===== src/rtl/gs_mem_arbiter_if.sv =====
// gs_mem_arbiter_if: requester handshakes and SRAM macro pins shared by the arbiter and its environment.
interface gs_mem_arbiter_if #(
  parameter int unsigned ADDR_SIZE = 32,
  parameter int unsigned WORD_SIZE = 32,
  parameter int unsigned BYTES     = 4,
  parameter int unsigned SRAM_AW   = 14
);
  // Instruction-fetch port
  logic                 if_req_valid;
  logic [ADDR_SIZE-1:0] if_req_addr;
  logic                 if_req_ready;
  logic                 if_rsp_valid;
  logic [WORD_SIZE-1:0] if_rsp_rdata;
  logic                 if_rsp_ready;

  // Load/store port
  logic                 dm_req_valid;
  logic [BYTES-1:0]     dm_req_we;
  logic [ADDR_SIZE-1:0] dm_req_addr;
  logic [WORD_SIZE-1:0] dm_req_wdata;
  logic                 dm_req_ready;
  logic                 dm_rsp_valid;
  logic [WORD_SIZE-1:0] dm_rsp_rdata;
  logic                 dm_rsp_ready;

  // SRAM macro
  logic                 sram_cs;
  logic                 sram_oe;
  logic [BYTES-1:0]     sram_web;
  logic [SRAM_AW-1:0]   sram_a;
  logic [WORD_SIZE-1:0] sram_di;
  logic [WORD_SIZE-1:0] sram_do;

  // Arbiter view
  modport slave (
    input  if_req_valid, if_req_addr, if_rsp_ready,
    output if_req_ready, if_rsp_valid, if_rsp_rdata,
    input  dm_req_valid, dm_req_we, dm_req_addr, dm_req_wdata, dm_rsp_ready,
    output dm_req_ready, dm_rsp_valid, dm_rsp_rdata,
    output sram_cs, sram_oe, sram_web, sram_a, sram_di,
    input  sram_do
  );

  // Core + SRAM environment view
  modport master (
    output if_req_valid, if_req_addr, if_rsp_ready,
    input  if_req_ready, if_rsp_valid, if_rsp_rdata,
    output dm_req_valid, dm_req_we, dm_req_addr, dm_req_wdata, dm_rsp_ready,
    input  dm_req_ready, dm_rsp_valid, dm_rsp_rdata,
    input  sram_cs, sram_oe, sram_web, sram_a, sram_di,
    output sram_do
  );
endinterface


===== src/rtl/gs_mem_arbiter.sv =====
// gs_mem_arbiter: shares one byte-writable SRAM between instruction fetch and load/store.
// Data-first arbitration with a bounded streak guard so fetch cannot starve; one
// in-flight access plus a one-entry response hold buffer per port.
module gs_mem_arbiter #(
  parameter int unsigned ADDR_SIZE       = 32,
  parameter int unsigned WORD_SIZE       = 32,
  parameter int unsigned BYTES           = 4,
  parameter int unsigned SRAM_AW         = 14,
  parameter int unsigned MAX_DATA_STREAK = 4
) (
  input  logic              clk,
  input  logic              rst,
  gs_mem_arbiter_if.slave   bus
);
  localparam int unsigned STREAK_W = $clog2(MAX_DATA_STREAK + 1);
  localparam logic [STREAK_W-1:0] STREAK_MAX = STREAK_W'(MAX_DATA_STREAK);

  logic                 inflight_if_q, inflight_if_d;
  logic                 inflight_dm_q, inflight_dm_d;
  logic                 inflight_wr_q, inflight_wr_d;
  logic                 hold_if_valid_q, hold_if_valid_d;
  logic                 hold_dm_valid_q, hold_dm_valid_d;
  logic [WORD_SIZE-1:0] hold_if_data_q, hold_if_data_d;
  logic [WORD_SIZE-1:0] hold_dm_data_q, hold_dm_data_d;
  logic [STREAK_W-1:0]  streak_q, streak_d;

  logic                 elig_if_c, elig_dm_c;
  logic                 grant_if_c, grant_dm_c;
  logic [WORD_SIZE-1:0] if_rsp_data_c, dm_rsp_data_c;
  logic                 unused_addr_bits;

  // Only word-address bits reach the SRAM; byte offset and high bits are ignored.
  assign unused_addr_bits = ^{bus.if_req_addr[1:0], bus.if_req_addr[ADDR_SIZE-1:SRAM_AW+2],
                              bus.dm_req_addr[1:0], bus.dm_req_addr[ADDR_SIZE-1:SRAM_AW+2]};

  // Eligibility and single-grant arbitration; fetch wins once data has had its full streak.
  always_comb begin
    elig_if_c  = !hold_if_valid_q && !(inflight_if_q && !bus.if_rsp_ready);
    elig_dm_c  = !hold_dm_valid_q && !(inflight_dm_q && !bus.dm_rsp_ready);
    grant_if_c = 1'b0;
    grant_dm_c = 1'b0;
    if (!rst) begin
      if (bus.if_req_valid && elig_if_c &&
          (!(bus.dm_req_valid && elig_dm_c) || (streak_q == STREAK_MAX))) begin
        grant_if_c = 1'b1;
      end else if (bus.dm_req_valid && elig_dm_c) begin
        grant_dm_c = 1'b1;
      end
    end
  end

  // SRAM command for the granted requester; idle bus parks at zero with writes disabled.
  always_comb begin
    bus.sram_cs  = grant_if_c | grant_dm_c;
    bus.sram_web = {BYTES{1'b1}};
    bus.sram_a   = '0;
    bus.sram_di  = '0;
    if (grant_dm_c) begin
      bus.sram_a   = bus.dm_req_addr[SRAM_AW+1:2];
      bus.sram_web = ~bus.dm_req_we;
      bus.sram_di  = bus.dm_req_wdata;
    end else if (grant_if_c) begin
      bus.sram_a   = bus.if_req_addr[SRAM_AW+1:2];
    end
    bus.sram_oe  = inflight_if_q | (inflight_dm_q & !inflight_wr_q);
  end

  // Response muxing: held data has priority, otherwise the live SRAM result.
  always_comb begin
    if_rsp_data_c = '0;
    dm_rsp_data_c = '0;
    if (hold_if_valid_q)    if_rsp_data_c = hold_if_data_q;
    else if (inflight_if_q) if_rsp_data_c = bus.sram_do;
    if (hold_dm_valid_q)    dm_rsp_data_c = hold_dm_data_q;
    else if (inflight_dm_q) dm_rsp_data_c = inflight_wr_q ? '0 : bus.sram_do;
    bus.if_req_ready = grant_if_c;
    bus.dm_req_ready = grant_dm_c;
    bus.if_rsp_valid = hold_if_valid_q | inflight_if_q;
    bus.if_rsp_rdata = if_rsp_data_c;
    bus.dm_rsp_valid = hold_dm_valid_q | inflight_dm_q;
    bus.dm_rsp_rdata = dm_rsp_data_c;
  end

  // Next state: in-flight tracking, hold capture/drain and data-streak counting.
  always_comb begin
    inflight_if_d   = grant_if_c;
    inflight_dm_d   = grant_dm_c;
    inflight_wr_d   = grant_dm_c && (|bus.dm_req_we);
    hold_if_valid_d = hold_if_valid_q;
    hold_if_data_d  = hold_if_data_q;
    hold_dm_valid_d = hold_dm_valid_q;
    hold_dm_data_d  = hold_dm_data_q;
    streak_d        = streak_q;

    if (inflight_if_q && !bus.if_rsp_ready) begin
      hold_if_valid_d = 1'b1;
      hold_if_data_d  = if_rsp_data_c;
    end else if (hold_if_valid_q && bus.if_rsp_ready) begin
      hold_if_valid_d = 1'b0;
      hold_if_data_d  = '0;
    end

    if (inflight_dm_q && !bus.dm_rsp_ready) begin
      hold_dm_valid_d = 1'b1;
      hold_dm_data_d  = dm_rsp_data_c;
    end else if (hold_dm_valid_q && bus.dm_rsp_ready) begin
      hold_dm_valid_d = 1'b0;
      hold_dm_data_d  = '0;
    end

    if (grant_if_c || !bus.if_req_valid) begin
      streak_d = '0;
    end else if (grant_dm_c && (streak_q != STREAK_MAX)) begin
      streak_d = streak_q + STREAK_W'(1);
    end
  end

  // State registers; reset discards any in-flight or held response.
  always_ff @(posedge clk or posedge rst) begin
    if (rst) begin
      inflight_if_q   <= 1'b0;
      inflight_dm_q   <= 1'b0;
      inflight_wr_q   <= 1'b0;
      hold_if_valid_q <= 1'b0;
      hold_if_data_q  <= '0;
      hold_dm_valid_q <= 1'b0;
      hold_dm_data_q  <= '0;
      streak_q        <= '0;
    end else begin
      inflight_if_q   <= inflight_if_d;
      inflight_dm_q   <= inflight_dm_d;
      inflight_wr_q   <= inflight_wr_d;
      hold_if_valid_q <= hold_if_valid_d;
      hold_if_data_q  <= hold_if_data_d;
      hold_dm_valid_q <= hold_dm_valid_d;
      hold_dm_data_q  <= hold_dm_data_d;
      streak_q        <= streak_d;
    end
  end
endmodule


===== src/flat_wrapper.sv =====
// flat-port wrapper written by rule: the top's interface ports become plain ports
module gs_mem_arbiter_flat 
#(
  parameter int unsigned ADDR_SIZE       = 32,
  parameter int unsigned WORD_SIZE       = 32,
  parameter int unsigned BYTES           = 4,
  parameter int unsigned SRAM_AW         = 14,
  parameter int unsigned MAX_DATA_STREAK = 4
)
  (clk, rst, bus_if_req_valid, bus_if_req_addr, bus_if_rsp_ready, bus_if_req_ready, bus_if_rsp_valid, bus_if_rsp_rdata, bus_dm_req_valid, bus_dm_req_we, bus_dm_req_addr, bus_dm_req_wdata, bus_dm_rsp_ready, bus_dm_req_ready, bus_dm_rsp_valid, bus_dm_rsp_rdata, bus_sram_cs, bus_sram_oe, bus_sram_web, bus_sram_a, bus_sram_di, bus_sram_do);
  gs_mem_arbiter_if #(.ADDR_SIZE(ADDR_SIZE), .WORD_SIZE(WORD_SIZE), .BYTES(BYTES), .SRAM_AW(SRAM_AW)) bus_i ();
  input  logic clk;
  input  logic rst;
  input wire logic [$bits(bus_i.if_req_valid)-1:0] bus_if_req_valid;
  input wire logic [$bits(bus_i.if_req_addr)-1:0] bus_if_req_addr;
  input wire logic [$bits(bus_i.if_rsp_ready)-1:0] bus_if_rsp_ready;
  output wire logic [$bits(bus_i.if_req_ready)-1:0] bus_if_req_ready;
  output wire logic [$bits(bus_i.if_rsp_valid)-1:0] bus_if_rsp_valid;
  output wire logic [$bits(bus_i.if_rsp_rdata)-1:0] bus_if_rsp_rdata;
  input wire logic [$bits(bus_i.dm_req_valid)-1:0] bus_dm_req_valid;
  input wire logic [$bits(bus_i.dm_req_we)-1:0] bus_dm_req_we;
  input wire logic [$bits(bus_i.dm_req_addr)-1:0] bus_dm_req_addr;
  input wire logic [$bits(bus_i.dm_req_wdata)-1:0] bus_dm_req_wdata;
  input wire logic [$bits(bus_i.dm_rsp_ready)-1:0] bus_dm_rsp_ready;
  output wire logic [$bits(bus_i.dm_req_ready)-1:0] bus_dm_req_ready;
  output wire logic [$bits(bus_i.dm_rsp_valid)-1:0] bus_dm_rsp_valid;
  output wire logic [$bits(bus_i.dm_rsp_rdata)-1:0] bus_dm_rsp_rdata;
  output wire logic [$bits(bus_i.sram_cs)-1:0] bus_sram_cs;
  output wire logic [$bits(bus_i.sram_oe)-1:0] bus_sram_oe;
  output wire logic [$bits(bus_i.sram_web)-1:0] bus_sram_web;
  output wire logic [$bits(bus_i.sram_a)-1:0] bus_sram_a;
  output wire logic [$bits(bus_i.sram_di)-1:0] bus_sram_di;
  input wire logic [$bits(bus_i.sram_do)-1:0] bus_sram_do;
  assign bus_i.if_req_valid = bus_if_req_valid;
  assign bus_i.if_req_addr = bus_if_req_addr;
  assign bus_i.if_rsp_ready = bus_if_rsp_ready;
  assign bus_if_req_ready = bus_i.if_req_ready;
  assign bus_if_rsp_valid = bus_i.if_rsp_valid;
  assign bus_if_rsp_rdata = bus_i.if_rsp_rdata;
  assign bus_i.dm_req_valid = bus_dm_req_valid;
  assign bus_i.dm_req_we = bus_dm_req_we;
  assign bus_i.dm_req_addr = bus_dm_req_addr;
  assign bus_i.dm_req_wdata = bus_dm_req_wdata;
  assign bus_i.dm_rsp_ready = bus_dm_rsp_ready;
  assign bus_dm_req_ready = bus_i.dm_req_ready;
  assign bus_dm_rsp_valid = bus_i.dm_rsp_valid;
  assign bus_dm_rsp_rdata = bus_i.dm_rsp_rdata;
  assign bus_sram_cs = bus_i.sram_cs;
  assign bus_sram_oe = bus_i.sram_oe;
  assign bus_sram_web = bus_i.sram_web;
  assign bus_sram_a = bus_i.sram_a;
  assign bus_sram_di = bus_i.sram_di;
  assign bus_i.sram_do = bus_sram_do;
  gs_mem_arbiter #(.ADDR_SIZE(ADDR_SIZE), .WORD_SIZE(WORD_SIZE), .BYTES(BYTES), .SRAM_AW(SRAM_AW), .MAX_DATA_STREAK(MAX_DATA_STREAK)) u_core (.clk(clk), .rst(rst), .bus(bus_i));
endmodule

===== config.mk =====
export PLATFORM = sky130hd
export DESIGN_NAME = gs_mem_arbiter_flat
export DESIGN_NICKNAME = d
export VERILOG_FILES = /design/src/rtl/gs_mem_arbiter_if.sv /design/src/rtl/gs_mem_arbiter.sv /design/src/flat_wrapper.sv
export SDC_FILE = /design/constraint.sdc
export NUM_CORES = 1
export LEC_CHECK = 0
export ABC_AREA = 1
export CORE_UTILIZATION = 25
export DETAILED_ROUTE_END_ITERATION = 7
export GPL_ROUTABILITY_DRIVEN = 1
export PLACE_DENSITY_LB_ADDON = 0.12
export SYNTH_ARGS = -nofsm -noshare
export SYNTH_HDL_FRONTEND = slang
export SYNTH_SLANG_ARGS = --single-unit

===== constraint.sdc =====
create_clock -name clk -period 5.6 [get_ports clk]
set_clock_uncertainty 0.2 [all_clocks]
set_input_delay 1.68 -clock clk [delete_from_list [all_inputs] [get_ports clk]]
set_output_delay 1.68 -clock clk [all_outputs]
set_load 0.05 [all_outputs]

==> impl_metrics.toml, run 1 <==
[route]
drt_iter0_markers = 240
drc = 0
via_count = 4619
drtPass1Iterations = 4
routed_wl_microns = 15200
wire_per_inst_microns = 14.9
viasPerCell = 4.52
final_antenna_net_count = 0

[placement]
io_buffer_count = 221
gp_congestion = 0.779
dp_hpwl_microns = 10900

[clocking]
clk_pin_slew_ps = 60
clock-root-buffer = "clkbuf_16"
cts_num_sinks = 72
cts_made_buffers = 9
htreeDepth = 3
ctsHoldBuffers = 0
clock_latency_ps = 330
cts_tree = "done"
post-cts-setup-buffer-count = 0
clock_path_buffers = 2

[status]
outcome = "finished, final reports clean"

[hold_path]
min_from = "u_core.hold_if_data_q[17]"
hold_class = "reg -> reg"
holdPathStages = 2
min_to = "u_core.hold_if_data_q[17]"

[timing]
finalMaxSlewViolations = 0
finalSetupViolCount = 0
relSlewSlack_pct = 15.7
period_share_pct = 95.1
hold_viol = 0
setup-tns-final_ps = 0
max_freq_mhz = 188
fin_crit_ps = 5330
tightest_slew_ps = 1260
grt_setup_unrepaired = "false"

[synthesis]
ys_ff_latch = 72
yosysTopAreaCellShare_pct = 42.9
yosysMostFrequentCell = "nand2_1"
synth_ff_type = "dfrtp_1"
netlist_area_sq_mm = 0.00420
ys_warn_count = 0
postSynthAreaPerCell_sq_um = 7.03
synth-edff-count = 0
synthDistinctLibCells = 24
syn_inst = 597
ys_async_sr_fraction_pct = 100
synth-seq-area-share_pct = 42.9
synthesis.nets = 737
ys_top_cells_by_area = "dfrtp_1, o21ai_0, nand2_1"
synth_top_cells_by_count = "nand2_1, o21ai_0, inv_1"
synth_top_area_cell = "dfrtp_1"

[grt]
grt_pass1_vias = 4742
antenna_found_initial = 0
grt_pass1_wl_microns = 24700
grt_max_degree = 77
groute.usage.overall_pct = 18.2
overflow = 0

[setup_path]
r2r-end = "u_core.inflight_dm_q"
cp_data_arrival_time_ps = 3450
ff2ff_setup_slack_ps = 3120
crit_fanout = 35
rr_startpoint = "u_core.hold_if_valid_q"
critPathLaunchType = "primary input"
r2r_cells = 6
worstSetupPathType = "in -> out"
cp-end-kind = "output pin"
required_ps = 3720

[die]
core_sq_mm = 0.0161
die_area_sq_mm = 0.0173
start_util_pct = 26.0
rows = 46
num_io_pins = 258
die_y_microns = 132
fp.dieW_microns = 132

[finish]
drive_above_1_share_pct = 13.7
areaGrowthSynthToFinish_pct = 70.2
n_antenna_cell = 0
final_core_util_pct = 44.3
finalNetCount = 940

[flow_run]
max_cap_viol_count = 0

[pwr]
power_density_mw_per_mm2 = 234
p_leak_nw = 3.04
peakVddDrop_mv = 0.115
[power by group]
group	internal, mW	leakage (nW)	switching (mW)
logic	0.203	1.90	0.356
registers	0.557	0.994	0.0103
clock network	0.336	0.139	0.208
total	1.10	3.04	0.574
[cell type report]
class / instances / area, sq um
Timing Repair Buffer: 231 / 2560
Fill cell: 1599 / 8970
Inverter: 109 / 419
Clock buffer: 14 / 274
Tap cell: 216 / 270
Multi-Input combinational cell: 377 / 1800
Clock inverter: 2 / 12.5
Sequential cell: 72 / 1800
[metrics by stage]
stage	total power, mW	hold slack, ps	cells	instance area (sq um)	setup slack (ps)
global placement	1.13	318	1005	6840	205
finish	1.67	329	1021	7140	272
global route	1.75	354	1021	7140	105
CTS	1.69	340	1021	7130	150
detailed placement	1.14	327	1005	6840	166
floorplan	0.887	301	597	4200	14.8
[metal layers]
| layer | routed length [microns] | up-vias | GRT usage (%) |
|---|---|---|---|
| met5 | 0 | - | 0 |
| met4 | 334 | 0 | 8.01 |
| met3 | 1180 | 19 | 5.05 |
| met2 | 7760 | 171 | 32.7 |
| met1 | 5930 | 2131 | 19.8 |
| li1 | - | 2298 | - |
[logic make-up after synthesis]
logic type	synth area share, %
flops	42.9
fa+ha+maj	0.596
simple gates	25.8
buf+inv	14.6
compound gates	16.1
[critical path: stages]
cell and delay [ps]:
clkdlybuf4s50_1 470, inv_1 110, nand2_1 110, nand3_1 160, nand2_2 120, nand2_8 240
clkinvlp_4 230, nand2_1 100, buf_4 200
[sequential cells by signal (all words and copies together), names as in the netlist]
name,cells
u_core.inflight_wr_q,1
u_core.hold_if_valid_q,1
u_core.inflight_dm_q,1
u_core.hold_dm_data_q,32
u_core.hold_if_data_q,32
u_core.hold_dm_valid_q,1
u_core.streak_q,3
u_core.inflight_if_q,1
[cells in the final DEF (no fill, tap or decap), drive strengths merged, types with 3 or more instances in the layout]
master and count:
a21oi 3, buf 71, clkbuf 14, clkdlybuf4s50 160, clkinvlp 3, dfrtp 72
inv 107, nand2 114, nand3 80, nand4 4, nor2 40, o21ai 132
[worst max path at each step]
stage	startpoint	endpoint	slack, ps
after floorplan	rst	bus_sram_a[10]	10
after global routing	bus_dm_rsp_ready	bus_sram_web[0]	110
after detailed placement	bus_dm_rsp_ready	bus_sram_web[1]	170
final	bus_dm_rsp_ready	bus_sram_web[1]	270
after CTS	bus_dm_rsp_ready	bus_sram_web[1]	150
after global placement	bus_dm_rsp_ready	bus_sram_web[0]	200
[repair_timing]
| item | 4_1_cts | 5_1_grt |
|---|---|---|
| resized for setup | 0 | 2 |
| endpoints found under the hold margin | 0 | 0 |
| endpoints found under the setup margin | 0 | 1 |
Note: power is estimated with default switching activity, not from simulation.
==> run 2, diff against run 1 <==
Settings changed: PLACE_DENSITY_LB_ADDON 0.12 to unset.
==> run 2 against run 1 <==
Die area unchanged. Maximum frequency increased by 0.28%. Global-route usage is 0.49 points lower. Flip-flop and latch count unchanged. Via count decreased by 0.84%. Combinational power increased by 5.2%. Routed wire length is 1.4% lower. Cell area increased by 2.6%. Register-to-register slack barely moved. Worst setup slack improved by 15 ps. Power decreased by 1.1%. Largest cell class unchanged.
==> impl_metrics.toml, run 2 (synthesis gave the netlist of run 1 again) <==
[status]
outcome = "finished, final reports clean"

[setup_path]
cp_data_arrival_time_ps = 3430
ff2ff_setup_slack_ps = 3110
rr_startpoint = "u_core.hold_dm_valid_q"
worstPathBufferInverterCount = 4
worstSetupPathType = "in -> out"
critPathSlowestCell = "clkdlybuf4s50_1"
critPathLaunchType = "primary input"
cp_top_family = "buffers and inverters"
required_ps = 3720
crit_start = "bus_dm_rsp_ready"
crit_fanout = 19
cp-end-kind = "output pin"
path_common_cell = "buf_12"
max_stage_delay_ps = 550
crit_chain = "clkdlybuf4s50_1 -> inv_1 -> nand2_1 -> nand3_1 -> nand2_2 -> nand2_4 -> buf_12 -> nor2_1 -> buf_12"

[finish]
top_regs = "u_core.hold_dm_data_q (32), u_core.hold_if_data_q (32), u_core.streak_q (3)"
drive_above_1_share_pct = 14.3
final_common_cell = "clkdlybuf4s50_1"
multi_input_area_sq_mm = 0.00179
n_antenna_cell = 0
fill_cells = 1606
areaGrowthSynthToFinish_pct = 74.7
finalNonFillerCells = 1019
finalNetCount = 942
seq_area_sq_mm = 0.00180
layout_common_cells = "clkdlybuf4s50_1, nand2_1, o21ai_0, inv_1, nand3_1"

[clocking]
post-cts-setup-buffer-count = 0
cts_num_sinks = 72
clk_pin_slew_ps = 50
clock_latency_ps = 320
cts_tree = "done"
clock-root-buffer = "clkbuf_16"
ctsHoldBuffers = 0
htreeDepth = 3
cts_resized = 0
clock_path_buffers = 2
cts_made_buffers = 9

[route]
drt_iter0_markers = 246
via_count = 4580
viasPerCell = 4.49
drc = 0
drtPass1Iterations = 4
wire_per_inst_microns = 14.7
final_antenna_net_count = 0
routed_wl_microns = 15000

[flow_run]
max_cap_viol_count = 0

[timing]
period_share_pct = 94.9
finalSetupViolCount = 0
setup-tns-final_ps = 0
grt_setup_unrepaired = "false"
finalMaxSlewViolations = 0
relSlewSlack_pct = 27.6
tightest_slew_ps = 1090
hold_viol = 0
fin_crit_ps = 5310
max_freq_mhz = 188

[hold_path]
hold_class = "reg -> reg"
min_from = "u_core.hold_dm_data_q[31]"

[grt]
grt_pass1_wl_microns = 23900
grt_max_degree = 77
overflow = 0
antenna_found_initial = 0
groute.usage.overall_pct = 17.7
grt_pass1_vias = 4426

[die]
start_util_pct = 26.0
die_area_sq_mm = 0.0173
fp.dieW_microns = 132
rows = 46
core_sq_mm = 0.0161
die_y_microns = 132
num_io_pins = 258

[placement]
placedCellCount = 1007
dp_hpwl_microns = 10800
io_buffer_count = 221
gp_congestion = 0.745

[pwr]
p_leak_nw = 3.13
p_total_mw = 1.65
power_density_mw_per_mm2 = 225
peakVddDrop_mv = 0.116
==> run 2: cell count changes in the layout (fill, tap and decap cells not counted) <==
| cell | delta |
|---|---|
| clkdlybuf4s50_1 | -6 |
| nand2_4 | +1 |
| buf_12 | +19 |
| nand2_8 | -1 |
| clkinv_2 | +1 |
| buf_4 | -11 |
| clkbuf_8 | -2 |
| clkbuf_1 | -2 |
| inv_1 | +1 |
| clkinvlp_4 | -2 |
==> run 2: per-stage QoR <==
| stage | setup slack [ps] | util [%] | hold slack, ps | area (sq um) |
|---|---|---|---|---|
| floorplan | 14.8 | - | 301 | 4200 |
| global placement | 308 | 43.9 | 314 | 7080 |
| detailed placement | 259 | 43.9 | 323 | 7080 |
| CTS | 256 | 45.5 | 339 | 7330 |
| global route | 92.0 | 45.5 | 357 | 7330 |
| finish | 287 | 45.5 | 332 | 7330 |
==> run 2: per-layer routing <==
metal / vias to the layer above / track usage (%) / routed length (microns)
met2: 184 / 30.1 / 7400
met4: 0 / 6.52 / 232
met3: 16 / 5.48 / 1180
met1: 2083 / 20.7 / 6170
li1: 2297 / - / -
met5: - / 0 / 0
==> run 2: power breakdown <==
part,internal (mW),switching (mW)
Sequential,0.557,0.0103
Clock,0.300,0.196
Combinational,0.226,0.362
==> run 2: area by class of cell <==
| type | count | share of cell area, % |
|---|---|---|
| multi-input cells | 377 | 24.5 |
| clock buffers | 10 | 3.26 |
| inverters | 109 | 5.67 |
| flip-flops and latches | 72 | 24.6 |
| well taps | 216 | 3.69 |
| clock inverters | 2 | 0.137 |
| repair buffers | 233 | 38.2 |
==> run 2: path summary, 6_finish.rpt <==
kind                                             endpoint  depth (start not counted)
worst max-delay path                       bus_sram_di[5]                          9
worst min-delay path            u_core.hold_dm_data_q[31]                          2
worst max register to register       u_core.inflight_wr_q                          6
worst min register to register  u_core.hold_dm_data_q[31]                          2
max in group asynchronous       u_core.hold_if_data_q[21]                          3
min in group asynchronous            u_core.inflight_if_q                          3
==> run 2: worst register-to-register path: cells and delay by family, from the launching register on <==
family        cells  cell delay, ps
buf+inv           2             990
simple gates      4             850
flops             1             380
==> run 3, diff against run 2 <==
Settings changed: ABC_AREA 1 to 0, CORE_ASPECT_RATIO set to 1.1, SKIP_CTS_REPAIR_TIMING set to 1.
==> run 3 against run 2 <==
Cell count down 21%. Hold slack worse by 25 ps. Critical path depth down 2. Non-clock buffer count up 3. Flip-flop and latch count unchanged. Core utilization up 1.5 points. Synthesized cell count down 33%. Sequential share of layout area up 0.52 points. Global-route usage up 1.7 points. Cell area down 2.0%. Die area down 5.1%. Largest power group is now registers. Highest routed layer unchanged.
==> impl_metrics.toml, run 3 <==
[status]
outcome = "finished, final reports clean"

[hold_path]
hold_class = "reg -> reg"
min_from = "u_core.hold_if_data_q[22]"
holdPathStages = 2
min_to = "u_core.hold_if_data_q[22]"

[pwr]
power_density_mw_per_mm2 = 244
p_leak_nw = 2.97
intPower_mw = 1.15
p_clk_share_pct = 30.0
p_sw_share_pct = 34.3
power_frac_comb_pct = 34.3
peakVddDrop_mv = 0.138
seqPwrFrac_pct = 35.7
p_sw_mw = 0.602

[finish]
design_area_sq_mm = 0.00718
finalNonFillerCells = 805
finalNetCount = 744
layout_common_cells = "clkdlybuf4s50_1, a22o_1, dfrtp_1, buf_12, o21ai_0"
drive_above_1_share_pct = 17.1
n_antenna_cell = 0
top_regs = "u_core.hold_dm_data_q (32), u_core.hold_if_data_q (32), u_core.streak_q (3)"
final_common_cell = "clkdlybuf4s50_1"
fill_cells = 1461
areaGrowthSynthToFinish_pct = 80.6

[clocking]
clock_path_buffers = 2
cts_tree = "done"
clk_pin_slew_ps = 50
clock_latency_ps = 330
cts_made_buffers = 9
htreeDepth = 3
clock-root-buffer = "clkbuf_16"
cts_num_sinks = 72

[die]
die_area_sq_mm = 0.0164
core_sq_mm = 0.0153
fp.dieW_microns = 122
die_y_microns = 134
rows = 47
start_util_pct = 26.0
num_io_pins = 258

[route]
final_antenna_net_count = 0
via_count = 4077
drt_iter0_markers = 273
viasPerCell = 5.06
routed_wl_microns = 15800
drtPass1Iterations = 4
drc = 0
wire_per_inst_microns = 19.6

[synthesis]
synth_ff_type = "dfrtp_1"
yosysMostFrequentCell = "a22o_1"
synth_top_cells_by_count = "a22o_1, dfrtp_1, o21ai_0"
ys_top_cells_by_area = "dfrtp_1, a22o_1, a22oi_1"
synth-seq-area-share_pct = 45.3
ys_ff_latch = 72
synth-edff-count = 0
postSynthAreaPerCell_sq_um = 9.99
synthesis.nets = 538
ys_async_sr_fraction_pct = 100
synthDistinctLibCells = 30
synth_top_area_cell = "dfrtp_1"
yosysTopAreaCellShare_pct = 45.3
netlist_area_sq_mm = 0.00398
ys_warn_count = 0
syn_inst = 398

[setup_path]
cp-end-kind = "output pin"
r2r-end = "u_core.streak_q[0]"
crit_start = "bus_dm_rsp_ready"
required_ps = 3720
crit_chain = "clkdlybuf4s50_1 -> nor2b_4 -> nor3_1 -> o21a_1 -> buf_12 -> and2_1 -> buf_12"
ff2ff_setup_slack_ps = 3290
rr_startpoint = "u_core.hold_dm_valid_q"
cp_data_arrival_time_ps = 3470
r2r_cells = 4
critPathSlowestCell = "clkdlybuf4s50_1"
worstPathBufferInverterCount = 3
worstSetupPathType = "in -> out"
crit_fanout = 53
critPathLaunchType = "primary input"
path_common_cell = "buf_12"
cp_top_family = "buffers and inverters"
max_stage_delay_ps = 630

[timing]
fin_crit_ps = 5350
finalSetupViolCount = 0
relSlewSlack_pct = 40.4
hold_viol = 0
period_share_pct = 95.5
grt_setup_unrepaired = "false"
tightest_slew_ps = 892
finalMaxSlewViolations = 0
max_freq_mhz = 187
setup-tns-final_ps = 0

[placement]
placedCellCount = 789
place_area_sq_mm = 0.00691
gp_congestion = 0.771
io_buffer_count = 221
dp_hpwl_microns = 12200

[grt]
antenna_found_initial = 0
grt_pass1_wl_microns = 24000
groute.usage.overall_pct = 19.4
grt_pass1_vias = 4339
grt_max_degree = 67
overflow = 0

[flow_run]
max_cap_viol_count = 0
## run 3: worst max-delay path by stage
stage,to,slack (ps),cells past startpoint
floorplan,bus_sram_a[10],290,7
global placement,bus_sram_a[0],240,7
detailed placement,bus_sram_a[0],240,7
CTS,bus_sram_a[0],230,7
global route,bus_sram_di[28],170,7
finish,bus_sram_di[28],250,7
## run 3: cells by family after synthesis
kind of cell,after synthesis,share of synthesized area (%)
flops,72,45.3
xor+xnor,1,0.220
buf+inv,44,4.66
compound gates,186,36.6
simple gates,92,12.3
fa+ha+maj,2,0.629
mux,1,0.252
## run 3: cell type report
cell class,count,area (sq um),share of cell area [%]
clock buffer,11,243,3.38
clock inverter,5,33.8,0.470
inverter,3,11.3,0.157
multi-input combinational,282,2020,28.1
sequential,72,1800,25.1
tap,196,245,3.41
timing repair buffer,236,2830,39.4
## run 3: per-layer routing
metal | global-route usage, % | up-vias | share of wire [%]
li1 | - | 1912 | -
met1 | 19.2 | 2000 | 34
met2 | 38.3 | 152 | 57
met3 | 5.48 | 13 | 7.1
met4 | 5.28 | 0 | 1.2
met5 | 0 | - | 0
## run 3: power groups by stage
stage	logic, mW	registers [mW]	clock network (mW)
floorplan	0.337	0.619	0
global placement	0.602	0.630	0
detailed placement	0.609	0.634	0
CTS	0.610	0.625	0.540
global route	0.639	0.635	0.562
finish	0.603	0.626	0.527
## run 3: worst min-delay path: stages (launching register included)
cell	delay (ps)
dfrtp_1	360
nand2_1	50
o21ai_0	60
## run 3: metrics by stage
step	hold WS (ps)	utilization, %	total power, mW	setup slack (ps)
after global routing	328	47.0	1.84	172
after floorplan	266	-	0.956	294
after CTS	308	47.0	1.78	233
after global placement	287	45.2	1.23	243
after detailed placement	290	45.2	1.24	242
final	307	47.0	1.76	252
